===== config.mk =====
export PLATFORM = sky130hd
export DESIGN_NAME = div_job_sequencer
export DESIGN_NICKNAME = d
export VERILOG_FILES = /design/src/rtl/div_job_sequencer_pkg.sv /design/src/rtl/div_job_sequencer_watchdog.sv /design/src/rtl/div_job_sequencer.sv
export SDC_FILE = /design/constraint.sdc
export NUM_CORES = 1
export LEC_CHECK = 0
export CAP_MARGIN = 20
export CORE_ASPECT_RATIO = 0.75
export CORE_MARGIN = 5
export CORE_UTILIZATION = 50
export DETAILED_ROUTE_END_ITERATION = 12
export PLACE_DENSITY_LB_ADDON = 0.08
export SETUP_SLACK_MARGIN = 0.5
export SYNTH_ARGS = -nofsm -noshare
export SYNTH_HDL_FRONTEND = slang
export SYNTH_SLANG_ARGS = --single-unit
export TNS_END_PERCENT = 50

===== constraint.sdc =====
create_clock -name clk -period 3.8 [get_ports clk]
set_input_delay 0.57 -clock clk [delete_from_list [all_inputs] [get_ports clk]]
set_output_delay 0.57 -clock clk [all_outputs]
set_load 0.005 [all_outputs]

===== src/rtl/div_job_sequencer_pkg.sv =====
// Shared definitions for the divider job sequencer: FSM encoding and select constants.
package div_job_sequencer_pkg;

  typedef enum logic [2:0] {
    S_IDLE   = 3'd0,
    S_A_ARM  = 3'd1,
    S_A_WAIT = 3'd2,
    S_GAP    = 3'd3,
    S_B_ARM  = 3'd4,
    S_B_WAIT = 3'd5,
    S_FIN    = 3'd6
  } state_t;

  localparam logic SEL_PAIR1 = 1'b1;
  localparam logic SEL_PAIR2 = 1'b0;

  localparam int unsigned DEFAULT_WIDTH = 12;

endpackage


===== src/rtl/div_job_sequencer_watchdog.sv =====
// Per-job cycle watchdog: up-counter with synchronous clear, expires on the TIMEOUT-th counted cycle.
module div_watchdog #(
  parameter int unsigned TIMEOUT = 255
) (
  input  logic clk,
  input  logic reset,
  input  logic clear,
  input  logic enable,
  output logic expired
);

  localparam int unsigned CW = $clog2(TIMEOUT + 1);

  logic [CW-1:0] count_q, count_d;

  // Count value equals cycles already spent in the job, so the expiring cycle is the TIMEOUT-th one.
  assign expired = (count_q == CW'(TIMEOUT - 1));

  always_comb begin
    count_d = count_q;
    if (clear) begin
      count_d = '0;
    end else if (enable && !expired) begin
      count_d = count_q + 1'b1;
    end
  end

  always_ff @(posedge clk) begin
    if (reset) begin
      count_q <= '0;
    end else begin
      count_q <= count_d;
    end
  end

endmodule


===== src/rtl/div_job_sequencer.sv =====
// Runs job A (pair 1) then job B (pair 2) on the shared sequential divider and holds both quotients.
module div_job_sequencer
  import div_job_sequencer_pkg::*;
#(
  parameter int unsigned WIDTH   = DEFAULT_WIDTH,
  parameter int unsigned TIMEOUT = 255,
  parameter int unsigned GAP     = 1
) (
  input  logic             clk,
  input  logic             reset,
  input  logic             start,
  input  logic             div_busy,
  input  logic             div_ready,
  input  logic [WIDTH-1:0] div_res,
  output logic             div_en,
  output logic             div_select,
  output logic [WIDTH-1:0] res_a,
  output logic [WIDTH-1:0] res_b,
  output logic             busy,
  output logic             done,
  output logic             timeout_err
);

  localparam int unsigned GAP_W = (GAP > 1) ? $clog2(GAP) : 1;

  state_t             state_q, state_d;
  logic               div_en_q, div_en_d;
  logic               div_select_q, div_select_d;
  logic [WIDTH-1:0]   res_a_q, res_a_d;
  logic [WIDTH-1:0]   res_b_q, res_b_d;
  logic               busy_q, busy_d;
  logic               done_q, done_d;
  logic               timeout_err_q, timeout_err_d;
  logic [GAP_W-1:0]   gap_cnt_q, gap_cnt_d;

  logic               wd_clear, wd_enable, wd_expired;
  logic               job_a, in_wait, job_end;
  logic [WIDTH-1:0]   job_res;

  div_watchdog #(
    .TIMEOUT (TIMEOUT)
  ) u_watchdog (
    .clk     (clk),
    .reset   (reset),
    .clear   (wd_clear),
    .enable  (wd_enable),
    .expired (wd_expired)
  );

  always_comb begin
    state_d       = state_q;
    div_en_d      = div_en_q;
    div_select_d  = div_select_q;
    res_a_d       = res_a_q;
    res_b_d       = res_b_q;
    busy_d        = busy_q;
    done_d        = 1'b0;
    timeout_err_d = timeout_err_q;
    gap_cnt_d     = gap_cnt_q;
    wd_clear      = 1'b0;
    wd_enable     = 1'b0;
    job_a         = 1'b0;
    in_wait       = 1'b0;
    job_end       = 1'b0;
    job_res       = '0;

    case (state_q)
      S_IDLE: begin
        if (start) begin
          state_d       = S_A_ARM;
          busy_d        = 1'b1;
          timeout_err_d = 1'b0;
          div_en_d      = 1'b1;
          div_select_d  = SEL_PAIR1;
          wd_clear      = 1'b1;
        end
      end

      S_A_ARM, S_A_WAIT, S_B_ARM, S_B_WAIT: begin
        wd_enable = 1'b1;
        job_a     = (state_q == S_A_ARM) || (state_q == S_A_WAIT);
        in_wait   = (state_q == S_A_WAIT) || (state_q == S_B_WAIT);
        // Ready is only trusted in WAIT; in ARM it may be left over from the previous job.
        if (in_wait && div_ready && !div_busy) begin
          job_end = 1'b1;
          job_res = div_res;
        end else if (wd_expired) begin
          job_end       = 1'b1;
          job_res       = '0;
          timeout_err_d = 1'b1;
        end else if (!in_wait && div_busy) begin
          state_d = job_a ? S_A_WAIT : S_B_WAIT;
        end

        if (job_end) begin
          div_en_d = 1'b0;
          if (job_a) begin
            res_a_d      = job_res;
            div_select_d = SEL_PAIR2;
            gap_cnt_d    = '0;
            state_d      = S_GAP;
          end else begin
            res_b_d = job_res;
            done_d  = 1'b1;
            state_d = S_FIN;
          end
        end
      end

      S_GAP: begin
        if (gap_cnt_q == GAP_W'(GAP - 1)) begin
          state_d  = S_B_ARM;
          div_en_d = 1'b1;
          wd_clear = 1'b1;
        end else begin
          gap_cnt_d = gap_cnt_q + 1'b1;
        end
      end

      S_FIN: begin
        busy_d       = 1'b0;
        div_select_d = SEL_PAIR1;
        state_d      = S_IDLE;
      end

      default: begin
        state_d = S_IDLE;
      end
    endcase
  end

  always_ff @(posedge clk) begin
    if (reset) begin
      state_q       <= S_IDLE;
      div_en_q      <= 1'b0;
      div_select_q  <= SEL_PAIR1;
      res_a_q       <= '0;
      res_b_q       <= '0;
      busy_q        <= 1'b0;
      done_q        <= 1'b0;
      timeout_err_q <= 1'b0;
      gap_cnt_q     <= '0;
    end else begin
      state_q       <= state_d;
      div_en_q      <= div_en_d;
      div_select_q  <= div_select_d;
      res_a_q       <= res_a_d;
      res_b_q       <= res_b_d;
      busy_q        <= busy_d;
      done_q        <= done_d;
      timeout_err_q <= timeout_err_d;
      gap_cnt_q     <= gap_cnt_d;
    end
  end

  assign div_en      = div_en_q;
  assign div_select  = div_select_q;
  assign res_a       = res_a_q;
  assign res_b       = res_b_q;
  assign busy        = busy_q;
  assign done        = done_q;
  assign timeout_err = timeout_err_q;

endmodule

Word-level counts from Yosys, hierarchy flattened
Index checks and enable logic that the tools add are counted.

storage, ports and cells
  register bits = 41
  input port bits = 17
  output and inout bits = 29
  word-level logic and storage cells = 89

operators by class
  $add $sub $neg = 2
  equal/unequal tests = 16
  multiplexer cells = 32
  bitwise operators = 3
  reductions and logical operators = 26

operator list
  operator                                             number
  two-way mux 3 bit                                    8
  two-way mux 1 bit                                    16
  two-way mux 12 bit                                   1
  AND reduction 4 bit                                  3
  inequality test 2 bit, second input constant         5
  equality test 3 bit, second input constant           3
  inequality test 3 bit, second input constant         3
  one-hot mux 3 bit (3 select lines)                   1
  AND reduction 3 bit                                  3
  adder 8 x 1 -> 8 bit, second input constant          1
  equality test 8 bit, second input constant           1
  one-hot mux 1 bit (2 select lines)                   4
  equality test 3 x 2 -> 1 bit, second input constant  2
  one-hot mux 1 bit (3 select lines)                   2
  nonzero test 2 bit                                   3
  nonzero test 3 bit                                   2
  AND reduction 5 bit                                  1
  logical AND 1 bit                                    4
  OR reduction 4 bit                                   1
  equality test 3 x 1 -> 1 bit, second input constant  1
  zero test 1 bit                                      3
  zero test 3 bit                                      1
  NOT 1 bit                                            3
  OR reduction 3 bit                                   1
  other kinds (5)                                      6

Logic depth before layout (Yosys ltp)
Gate-level depths: netlist of run 1.

  depth in word-level cells = 9
  depth in mapped cells = 10
  depth with buffers taken out = 10

By module
Synthesis of run 1 repeated with hierarchy kept, for this count alone.

unflattened totals
  cell total of the unflattened synthesis = 190
  area total of the unflattened synthesis = 1,831.8 um^2

by module, submodules not included
  module             times used  cells each  area an instance (um^2)  sequential area each (um^2)
  div_job_sequencer  1           139         1,388.8                  640.6
  div_watchdog       1           51          442.9                    160.2

Least setup slack after synthesis of run 1
Ideal clock, no wire load.

  kind = register to register
  from = register state_q[1]
  to = register state_q[0]
  library setup time = 0.071 ns
  arrival time = 2.040 ns
  data required time = 3.729 ns
  setup slack = 1.690 ns
  cell stages (with the launch flop) = 9
  path buffers = 0
  clock period less this slack = 2.110 ns
  cells stage by stage = dfxtp_1 -> or3b_4 -> a21oi_4 -> nor2_1 -> inv_1 -> ha_1 -> maj3_1 -> a31o_2 -> a21oi_1

between the ends
  cells in the longest elaborated chain, start to end = 8
  elaborated cells on any way between the ends = 28
  classes of those cells = eq/ne: 10; mux: 9; reduce/logical: 9

ends and longest elaborated chain
  element                                                                    RTL line                                          RTL
  start, declared                                                            div_job_sequencer.sv:26                           state_t state_q, state_d;
  start signal, assigned                                                     div_job_sequencer.sv:144                          state_q <= state_d;
  equality test 3 x 1 -> 1 bit, or another cell as far along                 div_job_sequencer.sv:67, div_job_sequencer.sv:81
  logical OR 1 bit, on equally long branches                                 div_job_sequencer.sv:81, div_job_sequencer.sv:82
  two-way mux 3 bit or logical AND 1 bit (tied branches)                     div_job_sequencer.sv:92, div_job_sequencer.sv:84
  two-way mux 3 bit or logical AND 1 bit (tied branches)                     div_job_sequencer.sv:91, div_job_sequencer.sv:84
  two-way mux 3 bit or two-way mux 1 bit (tied branches)                     div_job_sequencer.sv:87, div_job_sequencer.sv:84
  two-way mux 3 bit or two-way mux 1 bit (tied branches)                     div_job_sequencer.sv:84, div_job_sequencer.sv:67
  two-way mux 3 bit or inequality test 3 bit (tied branches)                 n/a
  one-hot mux 3 bit (3 select lines) or AND reduction 5 bit (tied branches)  n/a

Parallel ways exist; a longest one is shown, timed or not. The select of a mux whose other input is x is not followed.
A chain may end at the register's enable or synchronous reset.

Final worst setup path of run 1
Ends and elaborated chain as after synthesis.

==> impl_metrics.env, run 1 <==
export IMPL_p_per_area_mw_per_mm2=438
export IMPL_internal_power_mw=0.701
export IMPL_async_flop_share_pct=0
export IMPL_rsz0062_at_grt="false"
export IMPL_initial_core_util_pct=51.0
export IMPL_synth_warnings=0
export IMPL_drtIter0Drc=116
export IMPL_ys_flop_type="dfxtp_1"
export IMPL_p_switching_mw=0.345
export IMPL_clockRootBuffer="clkbuf_8"
export IMPL_core_area_mm2=0.00361
export IMPL_cp_data_required_time_ns=4.03
export IMPL_min_path_type="reg2reg"
export IMPL_wirelength_um=4200
export IMPL_antenna_cells=0
export IMPL_drtAntennaViolNets=0
export IMPL_cp_max_fo=17
export IMPL_syn_to_final_growth_pct=29.4
export IMPL_gp_congestion=0.824
export IMPL_ys_seq_area_share_pct=43.4
export IMPL_yosysUniqueCellTypes=48
export IMPL_total_power_mw=1.05
export IMPL_path_class="reg2reg"
export IMPL_io_buffers=45
export IMPL_clock_sinks=40
export IMPL_tightest_slew_ns=0.642
export IMPL_grt_pass1_wl_um=7440
export IMPL_synthTopCellsByArea="dfxtp_1, nor2_1, a22oi_1, nand2b_1, a21oi_1"
export IMPL_multi_input_area_um2=957
export IMPL_final_nets=272
export IMPL_die_area_mm2=0.00502
export IMPL_seqPwrFrac_pct=47.2
export IMPL_fin_util_pct=66.1
export IMPL_vias_per_cell=5.37
export IMPL_die_x_um=80.1
export IMPL_synth_most_common_cell="dfxtp_1"
export IMPL_register_area_um2=801
export IMPL_dp_hpwl_um=2900
export IMPL_clk_latency_ns=0.30
export IMPL_fmax_mhz=357
export IMPL_pin_count=46
export IMPL_synth_edf_count=0
export IMPL_grt_pass1_vias=1613
export IMPL_clock_power_share_pct=26.7
export IMPL_synth_top_cell_area_share_pct=43.4
export IMPL_postSynthCellCount=212
export IMPL_yosys_area_top_type="dfxtp_1"
export IMPL_post_route_period_util_pct=73.7
export IMPL_synthesis_nets=233
export IMPL_grtUsageTotal_pct=18.7
export IMPL_ys_seq_elements=40
export IMPL_maxSlewHeadroom_pct=57.2
export IMPL_syn_area_per_cell_um2=8.70
export IMPL_timing_final_crit_period_ns=2.80
export IMPL_fin_skew_ns=0.0117
export IMPL_placed_area_mm2=0.00230
export IMPL_die_y_um=62.6
export IMPL_vias=1632
export IMPL_h_tree_depth=2
export IMPL_critical_path_arrival_ns=3.04
export IMPL_numCtsBuffers=5
export IMPL_drc=0
export IMPL_fill_cells=322
export IMPL_cts_hold_buf=0
export IMPL_clock_path_buffers=2
export IMPL_drive_gt1_share_pct=8.33
export IMPL_cts_tree="built"
export IMPL_cts_resized=0
export IMPL_post_drt_wl_per_cell_um=13.8
export IMPL_stdcell_area_mm2=0.00239
export IMPL_ir_drop_v=0.000410
export IMPL_placementRows=19
export IMPL_finalSetupTns_ns=0
export IMPL_status="finished clean"
export IMPL_synth_common_cells="dfxtp_1, nor2_1, a21oi_1"
export IMPL_grt_overflow=0
export IMPL_grt_max_degree=34
export IMPL_finalSetupViolations=0
export IMPL_finalHoldViolCount=0
export IMPL_drv_cap=0
export IMPL_leakage_nw=0.810
export IMPL_endpoint_kind="register"
export IMPL_antenna_found_initial=0
export IMPL_final_max_slew_viol_count=0
export IMPL_syn_cell_area_mm2=0.00184
export IMPL_pwr_share_comb_pct=26.2
export IMPL_cts_setup_buffers=0
export IMPL_sw_frac_of_total_pct=33.0
export IMPL_startpoint_type="register"
export IMPL_clk_pin_slew_ns=0.08
export IMPL_first_pass_iters=4
[flip-flops by register name, indices dropped and copies added (netlist names)]
signal / cells
state_q: 3
done: 1
div_select: 1
res_a: 12
div_en: 1
busy: 1
timeout_err: 1
res_b: 12
u_watchdog.count_q: 8
[final timing paths]
check / slack (ns) / from / depth (start not counted) / endpoint
max: 1.0 / state_q[1] / 8 / state_q[0]
max reg2reg: 1.0 / state_q[1] / 8 / state_q[0]
min: 0.47 / timeout_err / 1 / timeout_err
min reg2reg: 0.47 / timeout_err / 1 / timeout_err
[cells in the final DEF, fill, tap and decap left out, types with 2 or more instances in the layout]
| cell | synthesis | routed |
|---|---|---|
| clkinv_2 | 0 | 2 |
| xnor2_1 | 2 | 2 |
| or2_2 | 3 | 3 |
| a31o_2 | 2 | 2 |
| ha_1 | 4 | 4 |
| nor2b_1 | 2 | 2 |
| nor2_1 | 30 | 30 |
| o21a_1 | 3 | 3 |
| nand3b_1 | 2 | 2 |
| inv_1 | 5 | 5 |
| xor2_1 | 5 | 5 |
| dfxtp_1 | 40 | 40 |
| nand4_1 | 6 | 6 |
| a22oi_1 | 12 | 12 |
| nand2b_1 | 14 | 14 |
| nand3_1 | 13 | 13 |
| clkbuf_8 | 0 | 5 |
| a21oi_1 | 17 | 17 |
| o21ai_0 | 2 | 2 |
| nand2_1 | 8 | 8 |
| nor3_1 | 4 | 4 |
| clkdlybuf4s50_1 | 0 | 45 |
[per-layer routing]
layer  up-vias  share of wire (%)  GRT usage [%]
met1       767                 50           25.8
li1        822                  -              -
met4         0                1.1           6.33
met3         5                6.1           5.48
met2        38                 43           27.6
met5         -                  0              0
[metrics by stage]
step / setup WS, ns / hold slack [ns] / instances
global placement: 1.02 / 0.447 / 296
global route: 0.693 / 0.495 / 304
detailed placement: 0.960 / 0.459 / 296
CTS: 1.02 / 0.476 / 304
finish: 1.00 / 0.473 / 304
floorplan: 1.69 / 0.462 / 212
[kinds of logic after synthesis]
group                      Yosys count  synth area share (%)
buffers and inverters               19                  4.68
adders and majority gates            5                  3.26
AOI/OAI and AO/OA                   48                  18.7
xor gates and xnor gates             7                  3.32
DFF                                 40                  43.4
and+or+nand+nor                     93                  26.6
[final cells by class]
type | count | share of cell area (%)
Clock buffer | 5 | 2.88
Clock inverter | 3 | 0.786
Inverter | 5 | 0.786
Multi-Input combinational cell | 153 | 40.1
Sequential cell | 40 | 33.5
Tap cell | 52 | 2.73
Timing Repair Buffer | 46 | 19.2
[power groups by stage]
stage / Sequential, mW / Clock, mW / Combinational (mW)
floorplan: 0.477 / 0 / 0.227
global placement: 0.501 / 0 / 0.268
detailed placement: 0.503 / 0 / 0.269
CTS: 0.493 / 0.285 / 0.274
global route: 0.501 / 0.307 / 0.311
finish: 0.494 / 0.279 / 0.274
[worst max-delay path, cell delays in order, from the launching register on]
cell	delay (ns)
dfxtp_1	0.66
or3b_4	0.48
a21oi_4	0.43
nor2_1	0.16
inv_1	0.10
ha_1	0.23
maj3_1	0.33
a31o_2	0.22
a21oi_1	0.13
No activity file was read; power rests on OpenSTA's default activity.
==> inputs of run 2 (changes only) <==
CORE_UTILIZATION = 48   (was 50)
clock period = 2.65 ns   (was 3.8 ns; I/O delays follow)
==> run 2 against run 1 <==
  * Via count rose by 2.6%
  * Sequential share of layout area fell by 0.69 points
  * Power rose by 44%
  * Critical endpoint unchanged
==> impl_metrics.env, run 2 (synthesis results as in run 1) <==
export IMPL_drtIter0Drc=121
export IMPL_finalSetupViolations=0
export IMPL_vias_per_cell=5.40
export IMPL_critPathLaunch="div_busy"
export IMPL_placementRows=19
export IMPL_clk_latency_ns=0.29
export IMPL_hold_ws_ns=0.471
export IMPL_grt_pass1_vias=1606
export IMPL_rsz0062_at_grt="false"
export IMPL_final_nets=279
export IMPL_p_per_area_mw_per_mm2=615
export IMPL_clock_sinks=40
export IMPL_final_cell_mix="clkdlybuf4s50_1, dfxtp_1, nor2_1, a21oi_1, nand2b_1"
export IMPL_critical_path_arrival_ns=2.27
export IMPL_endpoint_kind="register"
export IMPL_first_pass_iters=5
export IMPL_cts_tree="built"
export IMPL_reg2reg_depth=8
export IMPL_clk_pin_slew_ns=0.08
export IMPL_tightest_slew_ns=0.512
export IMPL_final_cell_count_no_fill=310
export IMPL_status="finished clean"
export IMPL_finalSetupTns_ns=0
export IMPL_post_drt_wl_per_cell_um=14.1
export IMPL_wirelength_um=4370
export IMPL_pwr_share_comb_pct=30.0
export IMPL_numCtsBuffers=5
export IMPL_leakage_nw=0.839
export IMPL_maxSlewHeadroom_pct=65.7
export IMPL_timing_final_crit_period_ns=2.05
export IMPL_die_x_um=81.6
export IMPL_die_y_um=63.7
export IMPL_final_common_cell="clkdlybuf4s50_1"
export IMPL_seqPwrFrac_pct=44.9
export IMPL_placed_cells=301
export IMPL_grt_pass1_wl_um=7510
export IMPL_min_to="res_a[4]"
export IMPL_grt_max_degree=25
export IMPL_fmax_mhz=489
export IMPL_startpoint_type="input pin"
export IMPL_path_class="in2reg"
export IMPL_clock_power_share_pct=25.1
export IMPL_grtUsageTotal_pct=18.4
export IMPL_p_switching_mw=0.484
export IMPL_fin_util_pct=66.3
export IMPL_sw_frac_of_total_pct=32.2
export IMPL_cp_data_required_time_ns=2.88
export IMPL_drtAntennaViolNets=0
export IMPL_ir_drop_v=0.000381
export IMPL_syn_to_final_growth_pct=32.6
export IMPL_r2r_end="state_q[0]"
export IMPL_min_delay_path_depth=2
export IMPL_antenna_cells=0
export IMPL_rrSetupSlack_ns=0.61
export IMPL_cp_max_fo=4
export IMPL_internal_power_mw=1.02
export IMPL_final_max_slew_viol_count=0
export IMPL_drc=0
export IMPL_hp_start="res_a[4]"
export IMPL_min_path_type="reg2reg"
export IMPL_pin_count=46
export IMPL_finalHoldViolCount=0
export IMPL_cts_hold_buf=0
export IMPL_post_route_period_util_pct=77.2
export IMPL_antenna_found_initial=0
export IMPL_die_area_mm2=0.00519
export IMPL_grt_overflow=0
export IMPL_clockRootBuffer="clkbuf_8"
export IMPL_drive_gt1_share_pct=12.0
export IMPL_h_tree_depth=2
export IMPL_r2r_start="state_q[0]"
export IMPL_initial_core_util_pct=50.1
export IMPL_fin_skew_ns=0.00659
export IMPL_drv_cap=0
export IMPL_core_area_mm2=0.00368
export IMPL_vias=1674
export IMPL_gp_congestion=0.804
export IMPL_dp_hpwl_um=3060
export IMPL_clock_path_buffers=2
export IMPL_io_buffers=45
-- run 2: through the flow --
step / area [um^2] / setup slack [ns] / total power, mW
floorplan: 1840 / 0.540 / 1.01
global placement: 2340 / 0.308 / 1.13
detailed placement: 2340 / 0.256 / 1.13
CTS: 2420 / 0.469 / 1.51
global route: 2440 / 0.498 / 1.60
finish: 2440 / 0.604 / 1.50
-- run 2: metal layers --
| metal | GRT usage (%) | vias up | share of wire [%] |
|---|---|---|---|
| li1 | - | 837 | - |
| met1 | 24.7 | 779 | 48 |
| met2 | 27.7 | 52 | 44 |
| met3 | 5.70 | 6 | 7.3 |
| met4 | 6.02 | 0 | 0.96 |
| met5 | 0 | - | 0 |
-- run 2: worst max-delay path by stage --
stage	slack, ns	end
2_1_floorplan	0.54	state_q[0]
3_3_place_gp	0.31	state_q[0]
3_5_place_dp	0.26	state_q[0]
4_1_cts	0.47	state_q[0]
5_1_grt	0.50	state_q[0]
6_report	0.60	state_q[0]
-- run 2: area by class of cell --
class                   instances  area, um^2
well taps                      52        65.1
inverters                       5        18.8
flip-flops and latches         40         803
fillers                       314        1240
repair buffers                 53         510
multi-input cells             153         970
clock inverters                 1        5.00
clock buffers                   6        72.6
-- run 2: critical path: stages --
cell             delay (ns)
clkdlybuf4s50_1        0.50
nand2b_1               0.19
a21oi_4                0.05
nor2_2                 0.17
inv_1                  0.06
ha_2                   0.25
maj3_1                 0.32
a31o_2                 0.21
a21oi_1                0.12
-- run 2: power by group through the flow --
stage | registers (mW) | logic [mW] | clock network (mW)
global placement | 0.682 | 0.446 | 0
finish | 0.674 | 0.451 | 0.378
CTS | 0.672 | 0.449 | 0.387
floorplan | 0.684 | 0.325 | 0
detailed placement | 0.686 | 0.442 | 0
global route | 0.680 | 0.503 | 0.412
-- run 2: timing repair --
action | in CTS | in global routing
pin swaps | 0 | 2
cloned | 0 | 0
resized for setup | 1 | 5
buffers inserted | 0 | 2
hold endpoints to repair | 0 | 0
setup endpoints to repair | 12 | 13
==> inputs of run 3 (changes only) <==
clock period = 2.14 ns   (was 2.65 ns; I/O delays follow)
==> run 3 against run 2 <==
  * Worst hold slack lost 0.0020 ns
  * Highest routed layer unchanged
  * Global-route usage grew 0.95 points
  * Combinational power up 68%
  * Design area up 17%
  * Die area is the same
  * Power grew 41%
  * Largest power group unchanged
  * Via count rose by 6.8%
  * Count of clock-buffer cells in the layout stayed put
  * Critical endpoint unchanged
==> impl_metrics.env, run 3 (synthesis results as in run 1) <==
export IMPL_wirelength_um=5130
export IMPL_slowest_delay_ns=0.41
export IMPL_final_cell_count_no_fill=328
export IMPL_drv_cap=0
export IMPL_drtAntennaViolNets=0
export IMPL_path_class="reg2reg"
export IMPL_critPathBufInv=1
export IMPL_placementRows=19
export IMPL_cp_data_required_time_ns=2.37
export IMPL_placed_cells=308
export IMPL_finalSetupTns_ns=0
export IMPL_drc=0
export IMPL_crit_family="simple AND/OR/NAND/NOR gates"
export IMPL_core_area_mm2=0.00368
export IMPL_syn_to_final_growth_pct=55.4
export IMPL_clock_power_share_pct=25.0
export IMPL_fin_skew_ns=0.0124
export IMPL_die_x_um=81.6
export IMPL_cts_hold_buf=0
export IMPL_final_cell_mix="clkdlybuf4s50_1, dfxtp_1, nor2_1, nand3_1"
export IMPL_clk_latency_ns=0.30
export IMPL_maxSlewHeadroom_pct=50.5
export IMPL_worstPathCellList="or3b_4 > a21oi_4 > nor2_2 > inv_2 > ha_4 > maj3_2 > a31o_2 > a21oi_2"
export IMPL_drive_gt1_share_pct=29.0
export IMPL_clock_path_buffers=2
export IMPL_grt_overflow=0
export IMPL_gp_congestion=0.888
export IMPL_initial_core_util_pct=50.1
export IMPL_clk_pin_slew_ns=0.09
export IMPL_finalHoldViolCount=0
export IMPL_grtUsageTotal_pct=19.3
export IMPL_tightest_slew_ns=0.737
export IMPL_antenna_cells=0
export IMPL_final_max_slew_viol_count=0
export IMPL_pwr_share_comb_pct=35.6
export IMPL_grt_pass1_wl_um=7940
export IMPL_sw_frac_of_total_pct=33.2
export IMPL_min_path_type="reg2reg"
export IMPL_cts_tree="built"
export IMPL_vias=1787
export IMPL_post_drt_wl_per_cell_um=15.6
export IMPL_startpoint_type="register"
export IMPL_status="finished clean"
export IMPL_grt_max_degree=33
export IMPL_pin_count=46
export IMPL_timing_final_crit_period_ns=1.89
export IMPL_antenna_found_initial=0
export IMPL_internal_power_mw=1.42
export IMPL_die_area_mm2=0.00519
export IMPL_vias_per_cell=5.45
export IMPL_slowest_stage="or3b_4"
export IMPL_post_route_period_util_pct=88.3
export IMPL_clock_sinks=40
export IMPL_h_tree_depth=2
export IMPL_critical_path_arrival_ns=2.12
export IMPL_cp_max_fo=2
export IMPL_finalSetupViolations=0
export IMPL_seqPwrFrac_pct=39.3
export IMPL_p_per_area_mw_per_mm2=740
export IMPL_leakage_nw=0.979
export IMPL_endpoint_kind="register"
export IMPL_clockRootBuffer="clkbuf_8"
export IMPL_io_buffers=45
export IMPL_dp_hpwl_um=3110
export IMPL_fmax_mhz=529
export IMPL_p_switching_mw=0.705
export IMPL_drtIter0Drc=148
export IMPL_die_y_um=63.7
export IMPL_final_common_cell="clkdlybuf4s50_1"
export IMPL_grt_pass1_vias=1662
export IMPL_numCtsBuffers=5
export IMPL_final_nets=296
export IMPL_rsz0062_at_grt="true"
export IMPL_ir_drop_v=0.000572
export IMPL_first_pass_iters=4
-- run 3: layout make-up --
type	instances	area, um^2
fillers	257	818
repair buffers	70	744
clock inverters	2	10.0
multi-input cells	153	1140
flip-flops and latches	40	808
well taps	52	65.1
clock buffers	6	82.6
inverters	5	18.8
-- run 3: timing repair --
action,4_1_cts,5_1_grt
pin swaps,4,9
endpoints found under the setup margin,32,37
gates cloned,1,3
gates resized for setup,21,31
setup buffers,7,1
-- run 3: metrics by stage --
step / setup slack (ns) / power (mW) / hold slack, ns / util [%] / instance area, um^2
after floorplan: 0.179 / 1.26 / 0.462 / - / 1860
after global placement: 0.0501 / 1.43 / 0.448 / 65.3 / 2410
after detailed placement: 0.0217 / 1.43 / 0.458 / 65.3 / 2410
after CTS: 0.253 / 2.02 / 0.471 / 71.9 / 2650
after global routing: 0.158 / 2.25 / 0.499 / 77.8 / 2870
final: 0.250 / 2.12 / 0.469 / 77.8 / 2870
-- run 3: power groups by stage --
stage / sequential (mW) / clock (mW) / combinational, mW
floorplan: 0.848 / 0 / 0.408
global placement: 0.836 / 0 / 0.596
detailed placement: 0.835 / 0 / 0.598
CTS: 0.821 / 0.532 / 0.669
global route: 0.839 / 0.579 / 0.837
finish: 0.834 / 0.531 / 0.756
-- run 3: tightest hold or removal path, cell delays in order (launching register included) --
cell and delay [ns]:
dfxtp_1 0.32, nand2b_1 0.06, a21oi_1 0.05
-- run 3: routing by layer --
layer / track usage, % / share of wire (%)
met5: 0 / 0
met4: 4.77 / 1.1
met3: 5.41 / 7.6
met2: 27.9 / 44
met1: 28.0 / 48
-- run 3: path summary, 6_finish.rpt --
path | slack (ns) | depth (start not counted) | to | from
worst max-delay path | 0.25 | 8 | state_q[0] | state_q[0]
worst min register to register | 0.47 | 2 | res_a[0] | res_a[0]
worst min-delay path | 0.47 | 2 | res_a[0] | res_a[0]
worst max register to register | 0.25 | 8 | state_q[0] | state_q[0]
